===== config.mk =====
export PLATFORM = sky130hd
export DESIGN_NAME = adsr_voice_sequencer_flat
export DESIGN_NICKNAME = d
export VERILOG_FILES = /design/src/rtl/adsr_voice_sequencer_if.sv /design/src/rtl/adsr_voice_sequencer.sv /design/src/flat_wrapper.sv
export SDC_FILE = /design/constraint.sdc
export NUM_CORES = 1
export LEC_CHECK = 0
export CORE_ASPECT_RATIO = 1.2
export CORE_MARGIN = 5
export CORE_UTILIZATION = 52
export CTS_CLUSTER_SIZE = 30
export DETAILED_ROUTE_END_ITERATION = 7
export DONT_BUFFER_PORTS = 1
export PLACE_DENSITY = 0.67
export SETUP_SLACK_MARGIN = 0.1
export SLEW_MARGIN = 15
export SYNTH_ARGS = -nofsm -noshare
export SYNTH_HDL_FRONTEND = slang
export SYNTH_SLANG_ARGS = --single-unit

===== constraint.sdc =====
create_clock -name clk -period 18.5 [get_ports clk]
set_input_delay 3.7 -clock clk [delete_from_list [all_inputs] [get_ports clk]]
set_output_delay 3.7 -clock clk [all_outputs]
set_load 0.1 [all_outputs]

===== src/rtl/adsr_voice_sequencer_if.sv =====
// Voice-context bus between the ADSR sequencer and the ADSR update stage.
// The master presents one stored context and takes back the updated one.
interface adsr_voice_sequencer_if;
  logic [2:0]  o_adsr_state;
  logic [17:0] o_adsr_volume;
  logic        o_adsr_pressed;
  logic        o_adsr_released;
  logic [2:0]  i_adsr_state;
  logic [17:0] i_adsr_volume;
  logic        i_adsr_pressed;
  logic        i_adsr_released;

  modport master (
    output o_adsr_state,
    output o_adsr_volume,
    output o_adsr_pressed,
    output o_adsr_released,
    input  i_adsr_state,
    input  i_adsr_volume,
    input  i_adsr_pressed,
    input  i_adsr_released
  );

  modport slave (
    input  o_adsr_state,
    input  o_adsr_volume,
    input  o_adsr_pressed,
    input  o_adsr_released,
    output i_adsr_state,
    output i_adsr_volume,
    output i_adsr_pressed,
    output i_adsr_released
  );
endinterface


===== src/rtl/adsr_voice_sequencer.sv =====
// Per-voice ADSR context store; sweeps one shared ADSR stage over all
// voices once per envelope tick and streams the updated volumes out.
module adsr_voice_sequencer #(
  parameter int NB_VOICE = 16,
  parameter int VOICE_W  = 4,
  parameter int TICK_DIV = 1024
) (
  input  logic                clk,
  input  logic                rst,
  input  logic                i_event_valid,
  input  logic [VOICE_W-1:0]  i_event_voice,
  input  logic                i_event_on,
  adsr_voice_sequencer_if.master adsr,
  output logic                o_vol_valid,
  output logic [VOICE_W-1:0]  o_vol_voice,
  output logic [17:0]         o_volume,
  output logic [NB_VOICE-1:0] o_voice_active,
  output logic                o_overrun
);
  localparam int CNT_W = $clog2(TICK_DIV);

  typedef enum logic {IDLE, SWEEP} fsm_e;

  fsm_e                fsm_q, fsm_d;
  logic [VOICE_W-1:0]  idx_q, idx_d;
  logic [CNT_W-1:0]    cnt_q, cnt_d;
  logic                tick;
  logic                ovr_q, ovr_d;
  logic [2:0]          st_q  [NB_VOICE];
  logic [2:0]          st_d  [NB_VOICE];
  logic [17:0]         vol_q [NB_VOICE];
  logic [17:0]         vol_d [NB_VOICE];
  logic [NB_VOICE-1:0] prs_q, prs_d;
  logic [NB_VOICE-1:0] rel_q, rel_d;
  logic [NB_VOICE-1:0] act_q, act_d;
  logic                vld_q, vld_d;
  logic [VOICE_W-1:0]  vvc_q, vvc_d;
  logic [17:0]         ovol_q, ovol_d;

  assign tick  = (cnt_q == CNT_W'(TICK_DIV - 1));
  assign cnt_d = tick ? '0 : cnt_q + CNT_W'(1);

  assign adsr.o_adsr_state    = st_q[idx_q];
  assign adsr.o_adsr_volume   = vol_q[idx_q];
  assign adsr.o_adsr_pressed  = prs_q[idx_q];
  assign adsr.o_adsr_released = rel_q[idx_q];

  always_comb begin
    fsm_d  = fsm_q;
    idx_d  = idx_q;
    ovr_d  = ovr_q;
    st_d   = st_q;
    vol_d  = vol_q;
    prs_d  = prs_q;
    rel_d  = rel_q;
    vld_d  = 1'b0;
    vvc_d  = vvc_q;
    ovol_d = ovol_q;
    act_d  = '0;
    case (fsm_q)
      IDLE: begin
        if (tick) begin
          fsm_d = SWEEP;
          idx_d = '0;
        end
      end
      SWEEP: begin
        if (tick) ovr_d = 1'b1;
        st_d[idx_q]  = adsr.i_adsr_state;
        vol_d[idx_q] = adsr.i_adsr_volume;
        prs_d[idx_q] = adsr.i_adsr_pressed;
        rel_d[idx_q] = adsr.i_adsr_released;
        vld_d  = 1'b1;
        vvc_d  = idx_q;
        ovol_d = adsr.i_adsr_volume;
        if (idx_q == VOICE_W'(NB_VOICE - 1)) begin
          fsm_d = IDLE;
          idx_d = '0;
        end else begin
          idx_d = idx_q + VOICE_W'(1);
        end
      end
      default: ;
    endcase
    // Events OR on top of the write-back so a colliding event survives.
    if (i_event_valid) begin
      if (i_event_on) prs_d[i_event_voice] = 1'b1;
      else            rel_d[i_event_voice] = 1'b1;
    end
    for (int v = 0; v < NB_VOICE; v++) begin
      act_d[v] = (st_d[v] != 3'd0);
    end
  end

  always_ff @(posedge clk or posedge rst) begin
    if (rst) begin
      fsm_q  <= IDLE;
      idx_q  <= '0;
      cnt_q  <= '0;
      ovr_q  <= 1'b0;
      prs_q  <= '0;
      rel_q  <= '0;
      act_q  <= '0;
      vld_q  <= 1'b0;
      vvc_q  <= '0;
      ovol_q <= '0;
      for (int v = 0; v < NB_VOICE; v++) begin
        st_q[v]  <= 3'd0;
        vol_q[v] <= 18'd0;
      end
    end else begin
      fsm_q  <= fsm_d;
      idx_q  <= idx_d;
      cnt_q  <= cnt_d;
      ovr_q  <= ovr_d;
      prs_q  <= prs_d;
      rel_q  <= rel_d;
      act_q  <= act_d;
      vld_q  <= vld_d;
      vvc_q  <= vvc_d;
      ovol_q <= ovol_d;
      for (int v = 0; v < NB_VOICE; v++) begin
        st_q[v]  <= st_d[v];
        vol_q[v] <= vol_d[v];
      end
    end
  end

  assign o_vol_valid    = vld_q;
  assign o_vol_voice    = vvc_q;
  assign o_volume       = ovol_q;
  assign o_voice_active = act_q;
  assign o_overrun      = ovr_q;
endmodule


===== src/flat_wrapper.sv =====
// flat-port wrapper written by rule: the top's interface ports become plain ports
module adsr_voice_sequencer_flat 
#(
  parameter int NB_VOICE = 16,
  parameter int VOICE_W  = 4,
  parameter int TICK_DIV = 1024
)
  (clk, rst, i_event_valid, i_event_voice, i_event_on, o_vol_valid, o_vol_voice, o_volume, o_voice_active, o_overrun, adsr_o_adsr_state, adsr_o_adsr_volume, adsr_o_adsr_pressed, adsr_o_adsr_released, adsr_i_adsr_state, adsr_i_adsr_volume, adsr_i_adsr_pressed, adsr_i_adsr_released);
  adsr_voice_sequencer_if adsr_i ();
  input  logic clk;
  input  logic rst;
  input  logic i_event_valid;
  input  logic [VOICE_W-1:0] i_event_voice;
  input  logic i_event_on;
  output logic o_vol_valid;
  output logic [VOICE_W-1:0] o_vol_voice;
  output logic [17:0] o_volume;
  output logic [NB_VOICE-1:0] o_voice_active;
  output logic o_overrun;
  output wire logic [$bits(adsr_i.o_adsr_state)-1:0] adsr_o_adsr_state;
  output wire logic [$bits(adsr_i.o_adsr_volume)-1:0] adsr_o_adsr_volume;
  output wire logic [$bits(adsr_i.o_adsr_pressed)-1:0] adsr_o_adsr_pressed;
  output wire logic [$bits(adsr_i.o_adsr_released)-1:0] adsr_o_adsr_released;
  input wire logic [$bits(adsr_i.i_adsr_state)-1:0] adsr_i_adsr_state;
  input wire logic [$bits(adsr_i.i_adsr_volume)-1:0] adsr_i_adsr_volume;
  input wire logic [$bits(adsr_i.i_adsr_pressed)-1:0] adsr_i_adsr_pressed;
  input wire logic [$bits(adsr_i.i_adsr_released)-1:0] adsr_i_adsr_released;
  assign adsr_o_adsr_state = adsr_i.o_adsr_state;
  assign adsr_o_adsr_volume = adsr_i.o_adsr_volume;
  assign adsr_o_adsr_pressed = adsr_i.o_adsr_pressed;
  assign adsr_o_adsr_released = adsr_i.o_adsr_released;
  assign adsr_i.i_adsr_state = adsr_i_adsr_state;
  assign adsr_i.i_adsr_volume = adsr_i_adsr_volume;
  assign adsr_i.i_adsr_pressed = adsr_i_adsr_pressed;
  assign adsr_i.i_adsr_released = adsr_i_adsr_released;
  adsr_voice_sequencer #(.NB_VOICE(NB_VOICE), .VOICE_W(VOICE_W), .TICK_DIV(TICK_DIV)) u_core (.clk(clk), .rst(rst), .i_event_valid(i_event_valid), .i_event_voice(i_event_voice), .i_event_on(i_event_on), .adsr(adsr_i), .o_vol_valid(o_vol_valid), .o_vol_voice(o_vol_voice), .o_volume(o_volume), .o_voice_active(o_voice_active), .o_overrun(o_overrun));
endmodule

==> metrics.txt <==
result of the run finished, final reports clean; number of buffers inserted to repair setup after CTS 0; nets in the synthesized netlist around 1.3k; skew final between 0.01 and 0.015 ns; minimum setup slack after placement about 11 ns; Root Buffer sky130_fd_sc_hd__clkbuf_16; FFs w/ async S/R, synth 1.00; area of the die 0.0405 mm²; height of the die between 200 and 250 µm; maximum number of pins on one net before global-route repair approximately 150; vias per inst approximately 6.2; DRT Wirelength ~45 mm; # IOs 94; leakage power total slightly below 9 nW; final critical delay including setup and external delays between 7 and 8 ns; max_cap viols 0; Detail Route Antenna Nets 0; number of buffer and inverter stages on the critical path 1; filler instances roughly 2.9k; most frequently used flop master after synthesis sky130_fd_sc_hd__dfrtp_1; class of the tightest hold or removal check register to register; crit path launch type register; Via Count around 11k; measured slew at the worst slew-check pin 1.10 ns; WL/cell between 20 and 30 µm; fraction of post-synthesis cell area in the top cell type by area 0.557; global-route wire length before repair between 60 and 70 mm; ordered cell list for the critical path buf_4 > mux4_2 > a22oi_1 > nand2_1; Post-synth EDFFs 0; startpoint of the worst-slack reg-to-reg timing path u_core.idx_q[0]; number of gates given a new drive strength after cts 0; kind of cell adding the most delay to the critical path flip-flops; post-synthesis to final-layout area growth 8.03%; clock edge transition at the registers on the reported setup and hold paths ~0.060 ns; number of hold-repair buffers added at the cts stage 0; number of different library cells in the post-synthesis netlist 38; die width roughly 180 µm; Num Clock Sinks around 420; sequential cell area fraction in the yosys report 0.557; cell types with the largest area share after synthesis sky130_fd_sc_hd__dfrtp_1 56%, sky130_fd_sc_hd__mux2_1 16%, sky130_fd_sc_hd__mux4_2 11%; CTS Buf Count between 40 and 50; power density of the placed cells 94.0 mW/mm²; H-tree depth reported by CTS 2; sink of the worst hold path u_core.vol_q[237]; Total Neg Setup Slack 0 ns; RD Place Congestion slightly below 0.8; Setup-failing EPs final 0; path depth of the worst reg2reg path 3; core box area 0.0360 mm²; Seq cells post-synth 423; total global-route track usage 0.225; antenna violations before repair 0; total area of sequential cells about 0.011 mm²; total iterations of the first detailed-routing run 5; DRC Markers 0; reg2reg setup slack ~15 ns; starting density of the core 0.527; hold-critical path depth 1; slowest library cell on the worst path sky130_fd_sc_hd__dfrtp_4; Post-layout nets around 1.2k; initial DRC count roughly 630; Slew Limit Fails 0; Critical Path AT 4.07 ns; Setup crit end kind output pin; share of the clock period used by the worst path after layout 0.420; Remaining Overflow, GRT 0; worst vdd rail ir drop approximately 0.07 mV; most area-hungry cell type in the Yosys netlist sky130_fd_sc_hd__dfrtp_1; average size of a mapped cell around 15 µm²; count of port buffers added during placement 0; Crit path largest cell delay 1.11 ns; Worst Path Class, Setup register to output pin; area of the mapped netlist ~0.019 mm²; CTS tree done; number of antenna diodes 0; fmax between 100 and 150 MHz; HPWL after detailed placement roughly 25 mm; reg-to-reg endpoint u_core.o_voice_active[15]; share of cells above drive strength 1 0.230; clock buffer depth 3; footprint of the multi-input gates about 0.0078 mm²; Worst Hold Launch u_core.vol_q[237]; launching instance or port of the critical path u_core.idx_q[0]; count of mapped cells out of synthesis about 1.2k; warnings from Yosys 0; vias in the first global route 11.6k; unrepaired setup endpoints after global routing no; hold violation count in the final report 0; number of placement rows 76; Skew-Pair Late Insertion Delay between 0.5 and 0.6 ns; worst slew margin relative to its limit 0.266; worst-path maximum fanout slightly above 50; final critical-path setup slack 10.73 ns; worst path required time between 10 and 15 ns
-- power by group --
group | internal (mW) | switching [mW]
Clock | 0.500 | 0.356
Sequential | 0.964 | 0.0288
Combinational | 0.0360 | 0.0429
-- kinds of logic (layout without fill, tap and decap cells) --
family | after synthesis | in the layout | share of synthesized area
buffers and inverters | 106 | 91 | 0.0302
multiplexers | 483 | 483 | 0.339
flip-flops | 423 | 423 | 0.557
adder cells (fa/ha/maj) | 5 | 5 | 0.00329
AO/OA/AOI/OAI | 122 | 122 | 0.0409
XOR/XNOR | 6 | 6 | 0.00277
AND/OR/NAND/NOR | 97 | 97 | 0.0265
-- Yosys cell counts, types with 2 or more instances --
| cell type | count |
|---|---|
| sky130_fd_sc_hd__buf_6 | 5 |
| sky130_fd_sc_hd__dfrtp_1 | 423 |
| sky130_fd_sc_hd__xnor2_1 | 2 |
| sky130_fd_sc_hd__a21oi_1 | 6 |
| sky130_fd_sc_hd__mux4_2 | 92 |
| sky130_fd_sc_hd__nand3b_1 | 2 |
| sky130_fd_sc_hd__buf_2 | 30 |
| sky130_fd_sc_hd__nor2_1 | 6 |
| sky130_fd_sc_hd__o21ai_0 | 41 |
| sky130_fd_sc_hd__mux2_1 | 269 |
| sky130_fd_sc_hd__and3b_1 | 2 |
| sky130_fd_sc_hd__a22oi_1 | 47 |
| sky130_fd_sc_hd__mux2i_1 | 33 |
| sky130_fd_sc_hd__inv_1 | 3 |
| sky130_fd_sc_hd__o31ai_1 | 17 |
| sky130_fd_sc_hd__xor2_1 | 4 |
| sky130_fd_sc_hd__nand4_1 | 3 |
| sky130_fd_sc_hd__and3_1 | 5 |
| sky130_fd_sc_hd__nand2_2 | 12 |
| sky130_fd_sc_hd__nand2_1 | 39 |
| sky130_fd_sc_hd__and2_1 | 7 |
| sky130_fd_sc_hd__ha_1 | 5 |
| sky130_fd_sc_hd__nand2b_1 | 3 |
| sky130_fd_sc_hd__clkbuf_1 | 40 |
| sky130_fd_sc_hd__o21ai_1 | 8 |
| sky130_fd_sc_hd__nor4_1 | 4 |
| sky130_fd_sc_hd__nand3_1 | 5 |
| sky130_fd_sc_hd__nor2b_1 | 5 |
| sky130_fd_sc_hd__buf_4 | 27 |
| sky130_fd_sc_hd__mux2_2 | 89 |
-- registers in the layout, indices dropped and copies added (netlist names), 10 cells and up --
| signal | flops |
|---|---|
| u_core.rel_q | 16 |
| u_core.cnt_q | 10 |
| u_core.st_q | 48 |
| u_core.prs_q | 16 |
| u_core.vol_q | 288 |
| u_core.o_voice_active | 16 |
| u_core.o_volume | 18 |
-- per-stage QoR --
stage          cell area (µm²)   util  hold slack [ns]  power (mW)  std cells
6_report                 20500  0.569            0.481        1.93       1695
5_1_grt                  20500  0.569            0.490        2.00       1695
4_1_cts                  20500  0.569            0.482        1.95       1695
3_5_place_dp             19100  0.531            0.469        1.09       1619
3_3_place_gp             19100  0.531            0.462        1.09       1619
2_1_floorplan            19000      -            0.349        1.07       1242
-- metal layers --
| layer | part of all wire | GRT usage | vias to the layer above |
|---|---|---|---|
| met5 | 0 | 0 | - |
| met4 | 0.029 | 0.0646 | 0 |
| met3 | 0.043 | 0.0373 | 74 |
| met2 | 0.51 | 0.383 | 237 |
| met1 | 0.42 | 0.301 | 5709 |
| li1 | - | - | 4519 |
-- worst max path at each step --
stage / end / slack (ns) / cells after the start
global placement: adsr_o_adsr_state[2] / 11.23 / 4
detailed placement: adsr_o_adsr_state[2] / 11.19 / 4
CTS: adsr_o_adsr_state[2] / 10.59 / 4
global route: adsr_o_adsr_state[2] / 10.41 / 4
floorplan: u_core.cnt_q[0] / 3.02 / 1
finish: adsr_o_adsr_state[2] / 10.73 / 4
-- cell type report --
cell class                      count  share of cell area
Sequential cell                   423               0.516
Multi-Input combinational cell    713               0.382
Clock buffer                       64              0.0617
Tap cell                          468              0.0285
Clock inverter                     12             0.00579
Timing Repair Buffer               12             0.00439
Inverter                            3            0.000915
-- cell usage in the layout, fill, tap and decap left out, types with 4 or more instances in the layout --
cell type                   count
sky130_fd_sc_hd__nor4_1         4
sky130_fd_sc_hd__a22oi_1       47
sky130_fd_sc_hd__clkbuf_8      11
sky130_fd_sc_hd__mux2_2        89
sky130_fd_sc_hd__mux2_1       269
sky130_fd_sc_hd__nor2_1         5
sky130_fd_sc_hd__mux2i_1       33
sky130_fd_sc_hd__ha_1           5
sky130_fd_sc_hd__o21ai_1        8
sky130_fd_sc_hd__a21oi_1        6
sky130_fd_sc_hd__clkbuf_16     43
sky130_fd_sc_hd__nand3_1        5
sky130_fd_sc_hd__and3_1         5
sky130_fd_sc_hd__clkbuf_1      10
sky130_fd_sc_hd__buf_4         12
sky130_fd_sc_hd__xor2_1         4
sky130_fd_sc_hd__clkinv_2       7
sky130_fd_sc_hd__and2_1         4
sky130_fd_sc_hd__o21ai_0       41
sky130_fd_sc_hd__dfrtp_1      420
sky130_fd_sc_hd__nand2_1       39
sky130_fd_sc_hd__nand2_2       12
sky130_fd_sc_hd__mux4_2        92
sky130_fd_sc_hd__o31ai_1       17
-- worst register-to-register path, stage by stage (launching register included) --
cell and delay (ns):
sky130_fd_sc_hd__dfrtp_4 1.11, sky130_fd_sc_hd__ha_1 0.50, sky130_fd_sc_hd__nand2_2 0.69, sky130_fd_sc_hd__o21ai_0 0.62
Note: power is estimated with default switching activity, not from simulation.
